### src/rtl/uart_fifo_interface.sv
// -----------------------------------------------------------------------------
// uart_fifo_interface
//   Buffered UART between the 6809 bus decode and the FT2232 serial pins.
//   Single clock domain, mid-bit RX sampling, runtime 5..8 data bits,
//   RX/TX FIFOs, sticky error flags and two level interrupt sources.
//
// Parameters
//   CLOCK_DIVISOR  clk cycles per serial bit (>= 4)
//   DATA_BITS      maximum frame width; runtime width = 5 + control[5:4], capped
//   FIFO_DEPTH     entries per FIFO, power of two, 2..256
//
// Ports
//   clk, reset          system clock, synchronous active-high reset
//   i_RW                1 = CPU read, 0 = CPU write
//   i_uart_data_ce      data register select
//   i_uart_control_ce   control register select
//   i_control[7:0]      control write data
//   i_uart_rxdata[7:0]  CPU write data, pushed into the TX FIFO
//   i_UART_TX           serial line from the FT2232 (asynchronous)
//   o_UART_RX           serial line to the FT2232, idles high
//   o_uart_txdata[7:0]  RX FIFO head returned to the CPU
//   o_uart_status[7:0]  status register
//   o_control[7:0]      control readback
//   o_IRQ               active-low interrupt
//
// Configuration
//   UART_PARITY_EN  when defined, a parity bit (even, or odd with control[6])
//                   follows the data bits in both directions.
// -----------------------------------------------------------------------------
module uart_fifo_interface #(
  parameter int CLOCK_DIVISOR = 9236,
  parameter int DATA_BITS     = 8,
  parameter int FIFO_DEPTH    = 16
) (
  input  logic       clk,
  input  logic       reset,
  input  logic       i_RW,
  input  logic       i_uart_data_ce,
  input  logic       i_uart_control_ce,
  input  logic [7:0] i_control,
  input  logic [7:0] i_uart_rxdata,
  input  logic       i_UART_TX,
  output logic       o_UART_RX,
  output logic [7:0] o_uart_txdata,
  output logic [7:0] o_uart_status,
  output logic [7:0] o_control,
  output logic       o_IRQ
);

  localparam int CNT_W = $clog2(CLOCK_DIVISOR);
  localparam int AW    = $clog2(FIFO_DEPTH);
  localparam int CW    = AW + 1;
  localparam logic [CNT_W-1:0] BIT_LAST  = CNT_W'(CLOCK_DIVISOR - 1);
  localparam logic [CNT_W-1:0] HALF_LAST = CNT_W'(CLOCK_DIVISOR / 2 - 1);
  localparam logic [CW-1:0]    DEPTH_C   = CW'(FIFO_DEPTH);

  typedef enum logic [2:0] {
    TX_IDLE, TX_START, TX_DATA,
`ifdef UART_PARITY_EN
    TX_PARITY,
`endif
    TX_STOP
  } tx_state_t;

  typedef enum logic [2:0] {
    RX_IDLE, RX_START, RX_DATA,
`ifdef UART_PARITY_EN
    RX_PARITY,
`endif
    RX_STOP
  } rx_state_t;

  // ---------------------------------------------------------------------------
  // CPU access decode: one access per rising edge of a chip enable
  // ---------------------------------------------------------------------------
  logic data_ce_q, control_ce_q;
  logic data_wr, data_rd, ctrl_wr, flush;
  logic [7:0] control_q;

  assign data_wr = i_uart_data_ce & ~data_ce_q & ~i_RW;
  assign data_rd = i_uart_data_ce & ~data_ce_q & i_RW;
  assign ctrl_wr = i_uart_control_ce & ~control_ce_q & ~i_RW;
  assign flush   = ctrl_wr & i_control[7];

  // NOTE: sequential state uses non-blocking assignments so every register
  // samples pre-edge values, independent of statement order.
  always_ff @(posedge clk) begin
    if (reset) begin
      data_ce_q    <= 1'b0;
      control_ce_q <= 1'b0;
      control_q    <= 8'h00;
    end else begin
      data_ce_q    <= i_uart_data_ce;
      control_ce_q <= i_uart_control_ce;
      if (ctrl_wr)
        control_q <= {1'b0, i_control[6:0]};  // flush bit is a one-shot command
    end
  end

  assign o_control = control_q;

  logic [3:0] frame_width;
  always_comb begin
    frame_width = 4'd5 + {2'b00, control_q[5:4]};
    if (frame_width > 4'(DATA_BITS))
      frame_width = 4'(DATA_BITS);
  end

  logic [DATA_BITS-1:0] width_mask;
  assign width_mask = (DATA_BITS'(1) << frame_width) - DATA_BITS'(1);

  // ---------------------------------------------------------------------------
  // FIFOs: natural-wrap pointers, occupancy from a separate count
  // ---------------------------------------------------------------------------
  logic [DATA_BITS-1:0] tx_mem [FIFO_DEPTH];
  logic [DATA_BITS-1:0] rx_mem [FIFO_DEPTH];
  logic [AW-1:0] tx_wr_ptr, tx_rd_ptr, rx_wr_ptr, rx_rd_ptr;
  logic [CW-1:0] tx_count, rx_count;
  logic tx_full, tx_empty, rx_full, rx_empty;
  logic tx_push, tx_pop, rx_push, rx_pop, rx_done;
  logic [DATA_BITS-1:0] rx_data;

  assign tx_full  = (tx_count == DEPTH_C);
  assign tx_empty = (tx_count == '0);
  assign rx_full  = (rx_count == DEPTH_C);
  assign rx_empty = (rx_count == '0);
  assign tx_push  = data_wr & ~tx_full;
  assign rx_pop   = data_rd & ~rx_empty;
  assign rx_push  = rx_done & ~rx_full;

  // NOTE: the storage arrays carry no reset; the counts alone define validity,
  // and leaving memories unreset lets them map onto RAM.
  always_ff @(posedge clk) begin
    if (tx_push) tx_mem[tx_wr_ptr] <= i_uart_rxdata[DATA_BITS-1:0];
    if (rx_push) rx_mem[rx_wr_ptr] <= rx_data;
  end

  always_ff @(posedge clk) begin
    if (reset || flush) begin
      tx_wr_ptr <= '0;
      tx_rd_ptr <= '0;
      tx_count  <= '0;
      rx_wr_ptr <= '0;
      rx_rd_ptr <= '0;
      rx_count  <= '0;
    end else begin
      if (tx_push) tx_wr_ptr <= tx_wr_ptr + 1'b1;
      if (tx_pop)  tx_rd_ptr <= tx_rd_ptr + 1'b1;
      tx_count <= tx_count + CW'(tx_push) - CW'(tx_pop);
      if (rx_push) rx_wr_ptr <= rx_wr_ptr + 1'b1;
      if (rx_pop)  rx_rd_ptr <= rx_rd_ptr + 1'b1;
      rx_count <= rx_count + CW'(rx_push) - CW'(rx_pop);
    end
  end

  always_ff @(posedge clk) begin
    if (reset)
      o_uart_txdata <= 8'h00;
    else if (data_rd)
      o_uart_txdata <= rx_empty ? 8'h00 : 8'(rx_mem[rx_rd_ptr]);
  end

  // ---------------------------------------------------------------------------
  // TX shifter
  // ---------------------------------------------------------------------------
  tx_state_t tx_state, tx_state_n;
  logic [CNT_W-1:0] tx_cnt;
  logic [3:0] tx_bit, tx_bit_n, tx_width_q;
  logic [DATA_BITS-1:0] tx_shift, tx_head;
  logic tx_tick, tx_line_n, tx_shift_en;
`ifdef UART_PARITY_EN
  logic tx_par_q;
`endif

  assign tx_tick = (tx_cnt == BIT_LAST);
  assign tx_head = tx_mem[tx_rd_ptr] & width_mask;

  // NOTE: every output of this block is defaulted first, so no path through
  // the case leaves one unassigned and infers a latch.
  always_comb begin
    tx_state_n  = tx_state;
    tx_line_n   = o_UART_RX;
    tx_bit_n    = tx_bit;
    tx_pop      = 1'b0;
    tx_shift_en = 1'b0;
    case (tx_state)
      TX_IDLE: begin
        tx_line_n = 1'b1;
        if (!tx_empty) begin
          tx_pop     = 1'b1;
          tx_line_n  = 1'b0;
          tx_state_n = TX_START;
        end
      end
      TX_START: if (tx_tick) begin
        tx_line_n   = tx_shift[0];
        tx_shift_en = 1'b1;
        tx_bit_n    = 4'd0;
        tx_state_n  = TX_DATA;
      end
      TX_DATA: if (tx_tick) begin
        if (tx_bit == tx_width_q - 4'd1) begin
`ifdef UART_PARITY_EN
          tx_line_n  = tx_par_q;
          tx_state_n = TX_PARITY;
`else
          tx_line_n  = 1'b1;
          tx_state_n = TX_STOP;
`endif
        end else begin
          tx_line_n   = tx_shift[0];
          tx_shift_en = 1'b1;
          tx_bit_n    = tx_bit + 4'd1;
        end
      end
`ifdef UART_PARITY_EN
      TX_PARITY: if (tx_tick) begin
        tx_line_n  = 1'b1;
        tx_state_n = TX_STOP;
      end
`endif
      TX_STOP: if (tx_tick) begin
        // Chain straight into the next start bit so queued frames have no gap.
        if (!tx_empty) begin
          tx_pop     = 1'b1;
          tx_line_n  = 1'b0;
          tx_state_n = TX_START;
        end else begin
          tx_state_n = TX_IDLE;
        end
      end
      default: tx_state_n = TX_IDLE;
    endcase
  end

  always_ff @(posedge clk) begin
    if (reset) begin
      tx_state   <= TX_IDLE;
      tx_cnt     <= '0;
      tx_bit     <= 4'd0;
      tx_shift   <= '0;
      tx_width_q <= 4'd0;
      o_UART_RX  <= 1'b1;
`ifdef UART_PARITY_EN
      tx_par_q   <= 1'b0;
`endif
    end else begin
      tx_state  <= tx_state_n;
      tx_bit    <= tx_bit_n;
      o_UART_RX <= tx_line_n;
      tx_cnt    <= (tx_state == TX_IDLE || tx_tick) ? '0 : tx_cnt + 1'b1;
      if (tx_pop) begin
        // Width and parity sense are frozen at the start bit.
        tx_shift   <= tx_head;
        tx_width_q <= frame_width;
`ifdef UART_PARITY_EN
        tx_par_q   <= (^tx_head) ^ control_q[6];
`endif
      end else if (tx_shift_en) begin
        tx_shift <= tx_shift >> 1;
      end
    end
  end

  // ---------------------------------------------------------------------------
  // RX deserialiser
  // ---------------------------------------------------------------------------
  rx_state_t rx_state, rx_state_n;
  logic [CNT_W-1:0] rx_cnt;
  logic [3:0] rx_bit, rx_width_q;
  logic rx_meta, rx_line, rx_line_q, rx_fall, rx_tick, rx_begin, rx_store;
`ifdef UART_PARITY_EN
  logic rx_odd_q, rx_par_chk;
`endif

  assign rx_fall = rx_line_q & ~rx_line;
  // The start bit is qualified at half a bit, every later sample a full bit on.
  assign rx_tick = (rx_state == RX_START) ? (rx_cnt == HALF_LAST) : (rx_cnt == BIT_LAST);

  always_comb begin
    rx_state_n = rx_state;
    rx_begin   = 1'b0;
    rx_store   = 1'b0;
    rx_done    = 1'b0;
`ifdef UART_PARITY_EN
    rx_par_chk = 1'b0;
`endif
    case (rx_state)
      RX_IDLE: if (rx_fall) begin
        rx_begin   = 1'b1;
        rx_state_n = RX_START;
      end
      RX_START: if (rx_tick)
        rx_state_n = rx_line ? RX_IDLE : RX_DATA;  // high again: glitch
      RX_DATA: if (rx_tick) begin
        rx_store = 1'b1;
        if (rx_bit == rx_width_q - 4'd1)
`ifdef UART_PARITY_EN
          rx_state_n = RX_PARITY;
`else
          rx_state_n = RX_STOP;
`endif
      end
`ifdef UART_PARITY_EN
      RX_PARITY: if (rx_tick) begin
        rx_par_chk = 1'b1;
        rx_state_n = RX_STOP;
      end
`endif
      RX_STOP: if (rx_tick) begin
        rx_done    = 1'b1;
        rx_state_n = RX_IDLE;
      end
      default: rx_state_n = RX_IDLE;
    endcase
  end

  always_ff @(posedge clk) begin
    if (reset) begin
      rx_meta    <= 1'b1;
      rx_line    <= 1'b1;
      rx_line_q  <= 1'b1;
      rx_state   <= RX_IDLE;
      rx_cnt     <= '0;
      rx_bit     <= 4'd0;
      rx_data    <= '0;
      rx_width_q <= 4'd0;
`ifdef UART_PARITY_EN
      rx_odd_q   <= 1'b0;
`endif
    end else begin
      rx_meta   <= i_UART_TX;
      rx_line   <= rx_meta;
      rx_line_q <= rx_line;
      rx_state  <= rx_state_n;
      rx_cnt    <= (rx_state == RX_IDLE || rx_tick) ? '0 : rx_cnt + 1'b1;
      if (rx_begin) begin
        rx_data    <= '0;
        rx_bit     <= 4'd0;
        rx_width_q <= frame_width;
`ifdef UART_PARITY_EN
        rx_odd_q   <= control_q[6];
`endif
      end else if (rx_store) begin
        rx_data <= rx_data | (DATA_BITS'(rx_line) << rx_bit);
        rx_bit  <= rx_bit + 4'd1;
      end
    end
  end

  // ---------------------------------------------------------------------------
  // Sticky flags, interrupt and status
  // ---------------------------------------------------------------------------
  logic overrun_q, frame_err_q, tx_drop_q, par_err_q;

  always_ff @(posedge clk) begin
    if (reset) begin
      overrun_q   <= 1'b0;
      frame_err_q <= 1'b0;
      tx_drop_q   <= 1'b0;
      o_IRQ       <= 1'b1;
    end else begin
      // A new error in the same cycle as the clearing write wins.
      if (ctrl_wr) begin
        overrun_q   <= 1'b0;
        frame_err_q <= 1'b0;
      end
      if (rx_done && rx_full)     overrun_q   <= 1'b1;
      if (rx_done && !rx_line)    frame_err_q <= 1'b1;
      if (data_wr && tx_full)     tx_drop_q   <= 1'b1;
      o_IRQ <= ~((control_q[0] & ~rx_empty) |
                 (control_q[1] & tx_empty & (tx_state == TX_IDLE)));
    end
  end

`ifdef UART_PARITY_EN
  always_ff @(posedge clk) begin
    if (reset)
      par_err_q <= 1'b0;
    else if (rx_par_chk && ((^rx_data ^ rx_line) != rx_odd_q))
      par_err_q <= 1'b1;
  end
`else
  assign par_err_q = 1'b0;
`endif

  assign o_uart_status = {~o_IRQ, tx_drop_q, par_err_q, frame_err_q, overrun_q,
                          tx_full, ~tx_empty | (tx_state != TX_IDLE), ~rx_empty};

endmodule

### config.mk
export PLATFORM = sky130hd
export DESIGN_NAME = uart_fifo_interface
export DESIGN_NICKNAME = d
export VERILOG_FILES = /design/src/rtl/uart_fifo_interface.sv
export SDC_FILE = /design/constraint.sdc
export NUM_CORES = 1
export LEC_CHECK = 0
export ABC_AREA = 1
export BUFFER_PORTS_ARGS = -buffer_cell sky130_fd_sc_hd__buf_4
export CAP_MARGIN = 20
export CORE_ASPECT_RATIO = 1.1
export CORE_MARGIN = 2
export CORE_UTILIZATION = 49
export DETAILED_ROUTE_END_ITERATION = 12
export PLACE_DENSITY = 0.67
export SLEW_MARGIN = 20
export SYNTH_ARGS = -nofsm -noshare
export SYNTH_HDL_FRONTEND = slang
export SYNTH_SLANG_ARGS = --single-unit
### constraint.sdc
create_clock -name clk -period 3 [get_ports clk]
set_input_delay 0.45 -clock clk [delete_from_list [all_inputs] [get_ports clk]]
set_output_delay 0.45 -clock clk [all_outputs]
set_load 0.01 [all_outputs]
Word-level counts from Yosys, hierarchy flattened
Memory sizes are Yosys's and may differ from the RTL's. A register that Yosys moved wholly into a read port is not among the register bits.
Index checks and enable logic that the tools add are counted.
{"block": "totals", "mem_count": 2, "mem_bits_rw": 256, "wordCells": 178, "reg_bits": 117, "output_inout_bits": 26}
{"name": "rx_mem", "depth": 16, "width": 8, "rd": 1, "rd_clocked_by_memory_dff": 1, "wr": 1, "line_no": "116", "rtl": "logic [DATA_BITS-1:0] rx_mem [FIFO_DEPTH];"}
{"name": "tx_mem", "depth": 16, "width": 8, "rd": 1, "rd_clocked_by_memory_dff": 1, "wr": 1, "line_no": "115", "rtl": "logic [DATA_BITS-1:0] tx_mem [FIFO_DEPTH];"}
{"block": "classes", "shift": 2, "order_cmp": 1, "n_bitwise": 27, "n_mux": 53, "n_reduce_logical": 24, "n_addsub": 16, "n_eq_ne": 25}
{"cell": "2-to-1 mux 4 bit", "count": 8}
{"cell": "2-to-1 mux 3 bit", "count": 10}
{"cell": "adder 14 x 1 -> 14 bit (second input constant)", "count": 2}
{"cell": "== test 14 bit (second input constant)", "count": 2}
{"cell": "2-to-1 mux 1 bit", "count": 25}
{"cell": "adder 4 x 1 -> 4 bit (second input constant)", "count": 6}
{"cell": "2-to-1 mux 8 bit", "count": 3}
{"cell": "!= test 2 bit (second input constant)", "count": 12}
{"cell": "one-hot mux 3 bit (4 select lines)", "count": 2}
{"cell": "AND reduction 5 bit", "count": 3}
{"cell": "== test 14 x 13 -> 1 bit (second input constant)", "count": 1}
{"cell": "bitwise AND 1 bit", "count": 13}
{"cell": "== test 3 x 2 -> 1 bit (second input constant)", "count": 4}
{"cell": "adder 5 x 1 -> 5 bit", "count": 2}
{"cell": "== test 5 bit (second input constant)", "count": 2}
{"cell": "logical NOT 5 bit", "count": 2}
{"cell": "inverter 1 bit", "count": 10}
{"cell": "subtractor 5 x 1 -> 5 bit", "count": 2}
{"cell": "bitwise AND 8 bit", "count": 1}
{"cell": "== test 4 bit", "count": 2}
{"cell": "bitwise OR 8 bit", "count": 1}
{"cell": "one-hot mux 4 bit (2 select lines)", "count": 1}
{"cell": "nonzero test 2 bit", "count": 4}
{"cell": "left shift 1 x 4 -> 8 bit", "count": 1}
{"cell": "18 further kinds", "count": 29}

Longest topological paths before layout
Gate-level depths: netlist of run 1.
{"block": "logic_depth", "depth_word": 7, "ltp_mapped": 18, "mapped_depth_nobuf": 18}

Worst setup path before layout of run 1
Ideal clock, no wire load.
{"block": "synth_path", "kind": "register to register", "startpoint": "register rx_state[0]", "endpoint": "register rx_count[4]", "required_time_ns": 2.930, "n_path_buf": 0, "path_stages_with_launch": 17, "period_less_slack_ns": 2.587, "arrival_time_ns": 2.517, "setup_slack_ns": 0.413, "path_cell_list": "dfxtp_1 > inv_2 > nor2_4 > nand3_1 > o21ai_1 > nand2_1 > nor2_2 > nand4_1 > ha_1 > inv_1 > ha_1 > fa_1 > nand2_1 > nand2_1 > a21oi_1 > o21ai_0 > a21oi_1"}
{"block": "synth_between", "elab_chain_len": 7, "elab_cells_between_ends": 8}
{"element": "start: declaration", "line_no": "268", "rtl": "rx_state_t rx_state, rx_state_n;"}
{"element": "start signal: assignment", "line_no": "335", "rtl": "rx_state <= rx_state_n;"}
{"element": "== test 3 x 1 -> 1 bit", "line_no": "278", "rtl": "assign rx_tick = (rx_state == RX_START) ? (rx_cnt == HALF_LAST) : (rx_cnt == BIT_LAST);"}
{"element": "2-to-1 mux 1 bit", "line_no": "278"}
{"element": "2-to-1 mux 1 bit", "line_no": "310", "rtl": "RX_STOP: if (rx_tick) begin"}
{"element": "2-to-1 mux 1 bit *", "line_no": "288", "rtl": "case (rx_state)"}
{"element": "bitwise AND 1 bit *", "line_no": "129", "rtl": "assign rx_push = rx_done & ~rx_full;"}
{"element": "adder 5 x 1 -> 5 bit *", "line_no": "152", "rtl": "rx_count <= rx_count + CW'(rx_push) - CW'(rx_pop);"}
{"element": "subtractor 5 x 1 -> 5 bit *", "line_no": "152"}
{"element": "end signal: assignment", "line_no": "152"}
{"element": "end: declaration", "line_no": "118", "rtl": "logic [CW-1:0] tx_count, rx_count;"}
Every way passes the cells marked *; elsewhere a longest branch is shown, timed or not.
A chain may end at the register's enable or synchronous reset.

Worst setup path in the final report of run 1
{"block": "layout_path", "startpoint": "register tx_cnt[0]", "endpoint": "register tx_count[4]"}
{"block": "layout_between", "elab_chain_len": 4}
{"element": "start: declaration", "line_no": "167", "rtl": "logic [CNT_W-1:0] tx_cnt;"}
{"element": "start signal: assignment", "line_no": "251", "rtl": "tx_cnt <= (tx_state == TX_IDLE || tx_tick) ? '0 : tx_cnt + 1'b1;"}
{"element": "== test 14 bit", "line_no": "175", "rtl": "assign tx_tick = (tx_cnt == BIT_LAST);"}
{"element": "2-to-1 mux 1 bit", "line_no": "222", "rtl": "TX_STOP: if (tx_tick) begin"}
{"element": "one-hot mux 1 bit (2 select lines)", "line_no": "186", "rtl": "case (tx_state)"}
{"element": "subtractor 5 x 1 -> 5 bit", "line_no": "149", "rtl": "tx_count <= tx_count + CW'(tx_push) - CW'(tx_pop);"}
{"element": "end signal: assignment", "line_no": "149"}
{"element": "end: declaration", "line_no": "118"}
Every way passes these cells.

==> flow_summary_export.csv, run 1 <==
group,metric,value,unit
global_route,grt_pass1_vias,11411,
die,num_io_pins,48,
worst_setup_path,critPathMaxFanout,7,
finish,areaGrowthSynthToFinish,14.15,%
finish,final_area,18640,um2
synth,avgSynthCellArea,9.710,um2
run,maxCapViolations,0,
finish,multi_input_area,5391,um2
worst_setup_path,start_kind,"flip-flop",
synth,synth_area_leaders,"edfxtp_1, dfxtp_1, nor2_1",
pwr,leakage,7.005,nW
detailed_routing,drt_drc_violations_left,0,
synth,synthCells,1682,
global_route,grt_overflow_total,0,
die,die_height,195.5,um
finish,layout.cells.most_common,"nor2_1",
cts,cts_tree,"done",
cts,numCtsBuffers,40,
worst_setup_path,required,3.42,ns
sta,fmax,367.1,MHz
synth,synth_top_area_share,47.07,%
global_route,antenna_found_initial,0,
pwr,power_density,723.4,nW/um2
sta,finalMaxSlewViolations,0,
die,rows,70,
detailed_routing,wl_per_cell,16.42,um
detailed_routing,first_pass_iters,5,
die,start_util,49.46,%
cts,clock_tree.root_cell,"clkbuf_16",
detailed_routing,vias_per_cell,5.275,
synth,synth_seq_area_share,62.15,%
synth,synth.ff_latch_count,379,
die,dieArea,34810,um2
synth,yosysTopAreaCell,"edfxtp_1",
global_route,grt_usage,21.48,%
sta,worstMarginPinSlew,0.8687,ns
cts,clockBufferDepth,3,
cts,clk_pin_slew,0.06,ns
worst_setup_path,cp-end-kind,"flip-flop",
synth,ys_types,40,
finish,final.fill_count,2777,
finish,layout-drive-gt1-share,9.927,%
global_route,grt_max_degree,69,
sta,skew,0.01543,ns
cts,clkSinkCount,379,
run_status,status,"completed",
finish,mostFrequentLayoutCells,"nor2_1, nand2_1, edfxtp_1",
placement,io_buffers,45,
sta,period_needed,2.724,ns
cts,htreeDepth,2,
detailed_routing,drt_first_iter_violations,905,
worst_setup_path,crit_type,"flip-flop to flip-flop",
pwr,power,13.49,mW
detailed_routing,vias,11684,
synth,syn_area,16330,um2
sta,hold_violations,0,
placement,placed_area,17370,um2
die,core_area,33020,um2
sta,fin_crit_sh,90.80,%
synth,ys_warn_count,0,
sta,tns,0,ns
finish,final_core_util,56.46,%
hold_path,hp-class,"primary input to flip-flop",
finish,regArea,10150,um2
sta,timing.slew.headroom,41.73,%
pwr,ir_worst_vdd,0.0005372,V
sta,finalSetupViolCount,0,
global_route,grt_first_pass_wirelength,58630,um
finish,diodes,0,
sta,rsz0062_at_grt,"false",
placement,place_congestion,0.8254,
cts,cts_hold_buf,0,
placement,place_hpwl,24140,um
die,die_w,178.1,um
finish,fin_nets,1818,
detailed_routing,ant_nets,0,
cts,clkLatencyLatePin,0.52,ns
detailed_routing,routed_wl,36360,um
worst_setup_path,cp.arrival,3.14,ns
stage by stage:
stage	hold slack, ns	setup slack [ns]	std cells
after floorplan	0.3895	0.4133	1684
after global placement	0.3947	0.2358	2146
after detailed placement	0.4070	0.2122	2146
after CTS	0.09380	0.1907	2215
after global routing	0.09758	0.003824	2215
final	0.1115	0.2759	2215
synthesized netlist by cell type (all sizes together):
master and n:
o31ai 2, o221ai 2, nor4 1, xor2 19, a2111oi 1, a211oi 2, o21a 1, nor3b 6
o211ai 36, buf 24, nand3b 1, a21boi 3, nor2 324, conb 2, nor3 15, ha 38
inv 133, dfxtp 123, o22ai 4, nand4 20, a31oi 1, or2 10, xnor2 4, clkbuf 45
and3 1, fa 2, o21bai 4, nand3 112, a21oi 76, clkinv 2, nand2 269, edfxtp 256
o21ai 143
layer usage:
metal	share of wire (%)	global-route usage [%]
met2	53	39.35
met5	0	0
met1	40	25.71
met4	2.7	7.134
met3	4.6	2.979
critical path, cell delays in order (launching register included):
cell and delay [ns]:
dfxtp_1 0.33, ha_1 0.24, nand2_1 0.09, nor2_1 0.05
nand2_1 0.18, nand2_1 0.14, nand2_1 0.23, inv_1 0.09
nand2_1 0.13, nand2_1 0.07, ha_1 0.21, fa_1 0.39
nand2_1 0.09, nand2_1 0.05, a21oi_1 0.15, nand2_1 0.07
nand2_1 0.07, nor2_1 0.04
final timing paths:
kind | depth (start not counted) | to | from | slack [ns]
worst max register to register | 17 | tx_count[4] | tx_cnt[0] | 0.28
worst max-delay path | 17 | tx_count[4] | tx_cnt[0] | 0.28
worst min register to register | 1 | rx_line | rx_meta | 0.42
worst min-delay path | 2 | rx_meta | i_UART_TX | 0.11
registers in the layout, indices dropped and copies added, names as in the netlist, 5 cells and up, named ones only:
name	flops
o_control	7
o_uart_txdata	8
rx_cnt	14
rx_count	5
rx_data	8
rx_mem	128
tx_cnt	14
tx_count	5
tx_mem	128
tx_shift	8
layout make-up:
class                           count  area share [%]
Tap cell                          432           2.899
Sequential cell                   379           54.46
Inverter                          135           2.718
Timing Repair Buffer               99           4.188
Clock buffer                       57           6.228
Clock inverter                     12          0.5839
Multi-Input combinational cell   1101           28.92
kinds of logic after synthesis:
logic type               Yosys count  synth area share [%]
flip-flops                       379                 62.15
AO/OA/AOI/OAI                    275                 9.270
XOR/XNOR                          23                 1.233
other                              2               0.04598
adder cells (fa/ha/maj)           40                 3.156
AND/OR/NAND/NOR                  759                 19.21
buffers and inverters            204                 4.941
where the power goes:
part           leakage [nW]  internal, mW  switching (mW)  total (mW)
clock network         0.621          2.85            1.89        4.74
logic                  3.05         0.980            1.92        2.90
registers              3.34          5.72           0.122        5.85
what timing repair did:
action                     4_1_cts  5_1_grt
setup endpoints to repair        0        1
gates resized for setup          0        2
buffers inserted                 0        0
(Power assumes the default switching activity.)
==> run 2: changes to the inputs <==
Settings changed: MAX_ROUTING_LAYER set to met4.
==> run 2 against run 1 <==
Effect of this change: first-iteration DRC count rose by 5.4%; critical endpoint unchanged; clock power barely moved; highest routed layer unchanged; combinational power barely moved; clock skew rose by 0.0018 ns; power barely moved.
==> flow_summary_export.csv, run 2 (synthesis gave the netlist of run 1 again) <==
group,metric,value,unit
die,dieArea,34810,um2
worst_setup_path,cp-end-kind,"flip-flop",
worst_setup_path,crit_type,"flip-flop to flip-flop",
sta,finalSetupViolCount,0,
cts,clockBufferDepth,3,
detailed_routing,wl_per_cell,16.42,um
sta,tns,0,ns
worst_setup_path,start_kind,"flip-flop",
sta,setup_ws,0.2620,ns
cts,cts_tree,"done",
pwr,leakage,7.005,nW
finish,final_area,18640,um2
worst_setup_path,cp.arrival,3.15,ns
hold_path,hold_depth,2,
cts,clkLatencyLatePin,0.52,ns
cts,numCtsBuffers,40,
detailed_routing,drt_drc_violations_left,0,
global_route,grt_max_degree,69,
placement,io_buffers,45,
sta,finalMaxSlewViolations,0,
hold_path,worstHoldStart,"i_UART_TX",
die,die_w,178.1,um
sta,fin_crit_sh,91.27,%
cts,clkSinkCount,379,
placement,place_inst,2146,
detailed_routing,vias_per_cell,5.282,
sta,period_needed,2.738,ns
placement,placed_area,17370,um2
detailed_routing,first_pass_iters,5,
placement,place_congestion,0.8379,
worst_setup_path,cp_common_cell,"nand2_1",
cts,cts_setup_buffers,0,
pwr,ir_worst_vdd,0.0005384,V
hold_path,min_to,"rx_meta",
detailed_routing,routed_wl,36380,um
sta,rsz0062_at_grt,"false",
worst_setup_path,r2r_slack,0.26,ns
pwr,swShare,29.17,%
worst_setup_path,worstPathCellList,"ha_1 > nand2_1 > nor2_1 > nand2_1 > nand2_1 > nand2_1 > inv_1 > nand2_1 > nand2_1 > ha_1 > fa_1 > nand2_1 > nand2_1 > a21oi_1 > nand2_1 > nand2_1 > nor2_1",
finish,areaGrowthSynthToFinish,14.15,%
sta,skew,0.01723,ns
finish,layout.cells.most_common,"nor2_1",
global_route,antenna_found_initial,0,
worst_setup_path,r2r-end,"tx_count[4]",
die,core_area,33020,um2
hold_path,hp-class,"primary input to flip-flop",
sta,fmax,365.2,MHz
sta,whs,0.1113,ns
pwr,clock_power_share,35.2,%
cts,clk_pin_slew,0.06,ns
finish,diodes,0,
global_route,grt_overflow_total,0,
pwr,power_density,723.4,nW/um2
worst_setup_path,path_buf_inv,1,
detailed_routing,drt_first_iter_violations,954,
placement,place_hpwl,24140,um
die,rows,70,
die,start_util,49.46,%
sta,hold_violations,0,
worst_setup_path,r2r-start,"tx_cnt[0]",
finish,layout-drive-gt1-share,9.927,%
worst_setup_path,critPathMaxFanout,7,
worst_setup_path,worst-r2r-cell-count,17,
die,die_height,195.5,um
placement,preCtsSetupSlack,0.2122,ns
worst_setup_path,slowest_delay,0.39,ns
finish,final_core_util,56.46,%
finish,fin_nets,1818,
detailed_routing,ant_nets,0,
global_route,grt_first_pass_wirelength,58650,um
global_route,grt_pass1_vias,11383,
pwr,power,13.49,mW
finish,stdcell_count,2215,
sta,worstMarginPinSlew,0.8586,ns
pwr,power_switching,3.934,mW
pwr,comb_power_share,21.5,%
pwr,p_int,9.553,mW
cts,htreeDepth,2,
finish,top_regs,"rx_mem (128), tx_mem (128)",
die,num_io_pins,48,
global_route,grt_usage,22.13,%
worst_setup_path,worst_path_max_delay_cell,"fa_1",
cts,clock_tree.root_cell,"clkbuf_16",
run_status,status,"completed",
run,maxCapViolations,0,
detailed_routing,vias,11700,
sta,timing.slew.headroom,42.41,%
finish,mostFrequentLayoutCells,"nor2_1, nand2_1, edfxtp_1",
worst_setup_path,required,3.42,ns
pwr,seqPwrFrac,43.3,%
worst_setup_path,crit_family,"simple AND/OR/NAND/NOR gates",
[run 2: cell counts in the layout (fill, tap and decap cells not counted)]
No cell type changed its count.
[run 2: cell type report]
class / count / area, um2
Inverter: 135 / 506.7
Fill cell: 2777 / 14380
Sequential cell: 379 / 10150
Tap cell: 432 / 540.5
Clock buffer: 57 / 1161
Clock inverter: 12 / 108.9
Timing Repair Buffer: 99 / 780.7
Multi-Input combinational cell: 1101 / 5391
[run 2: timing repair]
action / 4_1_cts / 5_1_grt
hold buffers: 0 / 0
endpoints found under the setup margin: 0 / 1
resized for setup: 0 / 2
endpoints found under the hold margin: 0 / 0
[run 2: worst max-delay path by stage]
| stage | startpoint | endpoint | slack, ns | depth (start not counted) |
|---|---|---|---|---|
| 2_1_floorplan | rx_state[0] | rx_count[4] | 0.41 | 16 |
| 3_5_place_dp | rx_state[0] | rx_count[4] | 0.21 | 16 |
| 3_3_place_gp | rx_state[0] | rx_count[4] | 0.24 | 16 |
| 4_1_cts | rx_state[0] | rx_count[4] | 0.19 | 16 |
| 6_report | tx_cnt[0] | tx_count[4] | 0.26 | 17 |
| 5_1_grt | rx_state[0] | rx_count[4] | 0.02 | 16 |
[run 2: routing by layer]
layer / GRT usage, % / share of wire (%) / wire length [um]
met4: 7.104 / 2.8 / 1007
met2: 39.28 / 53 / 19130
met5: - / 0 / 0
met3: 2.979 / 4.5 / 1620
met1: 25.81 / 40 / 14620
[run 2: power by group through the flow]
stage	sequential, mW	clock (mW)	combinational (mW)
3_3_place_gp	5.95	0	2.85
3_5_place_dp	5.96	0	2.89
6_report	5.85	4.74	2.90
2_1_floorplan	5.92	0	2.01
5_1_grt	5.87	5.05	3.32
4_1_cts	5.85	4.84	2.91
[run 2: worst register-to-register path: stages (launching register included)]
cell and delay [ns]:
dfxtp_1 0.33, ha_1 0.24, nand2_1 0.09, nor2_1 0.05, nand2_1 0.18, nand2_1 0.14, nand2_1 0.23, inv_1 0.09
nand2_1 0.13, nand2_1 0.07, ha_1 0.21, fa_1 0.39, nand2_1 0.09, nand2_1 0.05, a21oi_1 0.16, nand2_1 0.08
nand2_1 0.07, nor2_1 0.04
==> run 3: changes to the inputs <==
Settings changed: CORE_UTILIZATION 49 to 50, PLACE_DENSITY 0.67 to 0.68.
==> run 3 against run 2 <==
Effect of this change: utilization rose by 1.4 points; worst hold slack is essentially flat; clock skew down 0.0031 ns; highest routed layer unchanged.
==> flow_summary_export.csv, run 3 (synthesis gave the netlist of run 1 again) <==
group,metric,value,unit
global_route,antenna_found_initial,0,
detailed_routing,first_pass_iters,7,
pwr,leakage,7.008,nW
die,dieArea,34130,um2
detailed_routing,routed_wl,37460,um
detailed_routing,drt_first_iter_violations,1025,
finish,layout-drive-gt1-share,9.961,%
worst_setup_path,cp-end-kind,"flip-flop",
global_route,grt_first_pass_wirelength,59820,um
worst_setup_path,required,3.46,ns
sta,finalSetupViolCount,0,
sta,timing.slew.headroom,45.77,%
placement,place_hpwl,24530,um
sta,tns,0,ns
sta,hold_violations,0,
finish,diodes,0,
sta,fin_crit_sh,89.59,%
cts,clkLatencyLatePin,0.54,ns
finish,fin_nets,1819,
global_route,grt_usage,22.82,%
hold_path,min_to,"rx_meta",
cts,clock_tree.root_cell,"clkbuf_16",
finish,top_regs,"rx_mem (128), tx_mem (128)",
cts,clockBufferDepth,3,
die,die_height,193.6,um
pwr,power_density,728.5,nW/um2
finish,final_core_util,57.82,%
placement,place_congestion,0.8456,
worst_setup_path,critPathMaxFanout,6,
global_route,grt_max_degree,69,
pwr,ir_worst_vdd,0.0006100,V
worst_setup_path,r2r_slack,0.31,ns
placement,place_inst,2142,
worst_setup_path,slowest_delay,0.40,ns
detailed_routing,drt_drc_violations_left,0,
worst_setup_path,worstPathCellList,"inv_2 > nor2_4 > nand3_1 > o21ai_1 > nand2_1 > nor2_4 > nand4_1 > ha_1 > inv_1 > ha_1 > fa_1 > nand2_1 > nand2_1 > a21oi_1 > o21ai_0 > a21oi_1",
worst_setup_path,r2r-end,"rx_count[4]",
run,maxCapViolations,0,
sta,period_needed,2.688,ns
cts,cts_tree,"done",
worst_setup_path,worst-r2r-cell-count,16,
die,rows,69,
finish,areaGrowthSynthToFinish,14.01,%
hold_path,hp-class,"primary input to flip-flop",
worst_setup_path,start_kind,"flip-flop",
cts,clkSinkCount,379,
sta,worstMarginPinSlew,0.8123,ns
detailed_routing,vias_per_cell,5.347,
detailed_routing,vias,11833,
die,core_area,32200,um2
placement,io_buffers,45,
worst_setup_path,cp_common_cell,"nand2_1",
cts,clk_pin_slew,0.06,ns
finish,stdcell_count,2213,
sta,finalMaxSlewViolations,0,
cts,htreeDepth,2,
hold_path,worstHoldStart,"i_UART_TX",
finish,layout.cells.most_common,"nor2_1",
sta,rsz0062_at_grt,"false",
die,num_io_pins,48,
cts,cts_setup_buffers,0,
run_status,status,"completed",
detailed_routing,ant_nets,0,
finish,final.fill_count,2755,
global_route,grt_pass1_vias,11543,
detailed_routing,wl_per_cell,16.93,um
sta,skew,0.01413,ns
sta,fmax,372.1,MHz
cts,numCtsBuffers,39,
finish,mostFrequentLayoutCells,"nor2_1, nand2_1, edfxtp_1",
global_route,grt_overflow_total,0,
worst_setup_path,crit_type,"flip-flop to flip-flop",
worst_setup_path,worst_path_max_delay_cell,"fa_1",
worst_setup_path,cp.arrival,3.15,ns
die,start_util,50.72,%
hold_path,hold_depth,2,
die,die_w,176.3,um
worst_setup_path,r2r-start,"rx_state[0]",
[run 3: cell types whose count changed in the layout (fill, tap and decap cells not counted), sizes merged]
cell	before	now
inv	133	135
buf	99	101
clkbuf	57	56
bufinv	2	3
clkinvlp	2	0
clkinv	10	12
[run 3: metal layers]
| metal | track usage (%) | wire length [um] | up-vias |
|---|---|---|---|
| li1 | - | - | 5838 |
| met3 | 3.263 | 1629 | 88 |
| met5 | - | 0 | - |
| met2 | 39.40 | 19200 | 286 |
| met1 | 26.85 | 15260 | 5621 |
| met4 | 8.907 | 1379 | 0 |
[run 3: worst max-delay path, delay by kind of cell, from the launching register on]
family,cells,cell delay [ns]
adders and majority gates,3,0.90
and+or+nand+nor,7,0.71
AOI/OAI and AO/OA,4,0.51
DFF,1,0.38
buffers and inverters,2,0.12
[run 3: power breakdown]
group	switching (mW)	leakage (nW)	internal, mW
logic	1.95	3.04	0.961
registers	0.117	3.34	5.72
clock network	1.96	0.633	2.86
[run 3: stage by stage]
stage,instance area [um2],hold WS [ns],power (mW),setup WS (ns)
5_1_grt,18620,0.09964,14.25,0.05200
2_1_floorplan,16340,0.3895,7.932,0.4133
3_5_place_dp,17340,0.3997,8.842,0.1879
4_1_cts,18610,0.09257,13.64,0.1731
3_3_place_gp,17340,0.4092,8.775,0.2136
6_report,18620,0.1113,13.56,0.3122
[run 3: area by class of cell]
type	instances	area [um2]	area share (%)
Sequential cell	379	10150	54.52
Multi-Input combinational cell	1101	5391	28.95
Clock buffer	56	1115	5.987
Timing Repair Buffer	101	758.2	4.072
Tap cell	426	533.0	2.863
Inverter	135	506.7	2.721
Clock inverter	15	163.9	0.8803
[run 3: timing repair]
| item | in CTS | in global routing |
|---|---|---|
| resized for setup | 0 | 2 |
| setup endpoints to repair | 0 | 1 |
| hold buffers | 0 | 0 |
[run 3: worst max path at each step]
stage,start,to
after floorplan,rx_state[0],rx_count[4]
after global placement,rx_state[0],rx_count[4]
after detailed placement,rx_state[0],rx_count[4]
after CTS,rx_state[0],rx_count[4]
after global routing,rx_state[0],rx_count[4]
final,rx_state[0],rx_count[4]
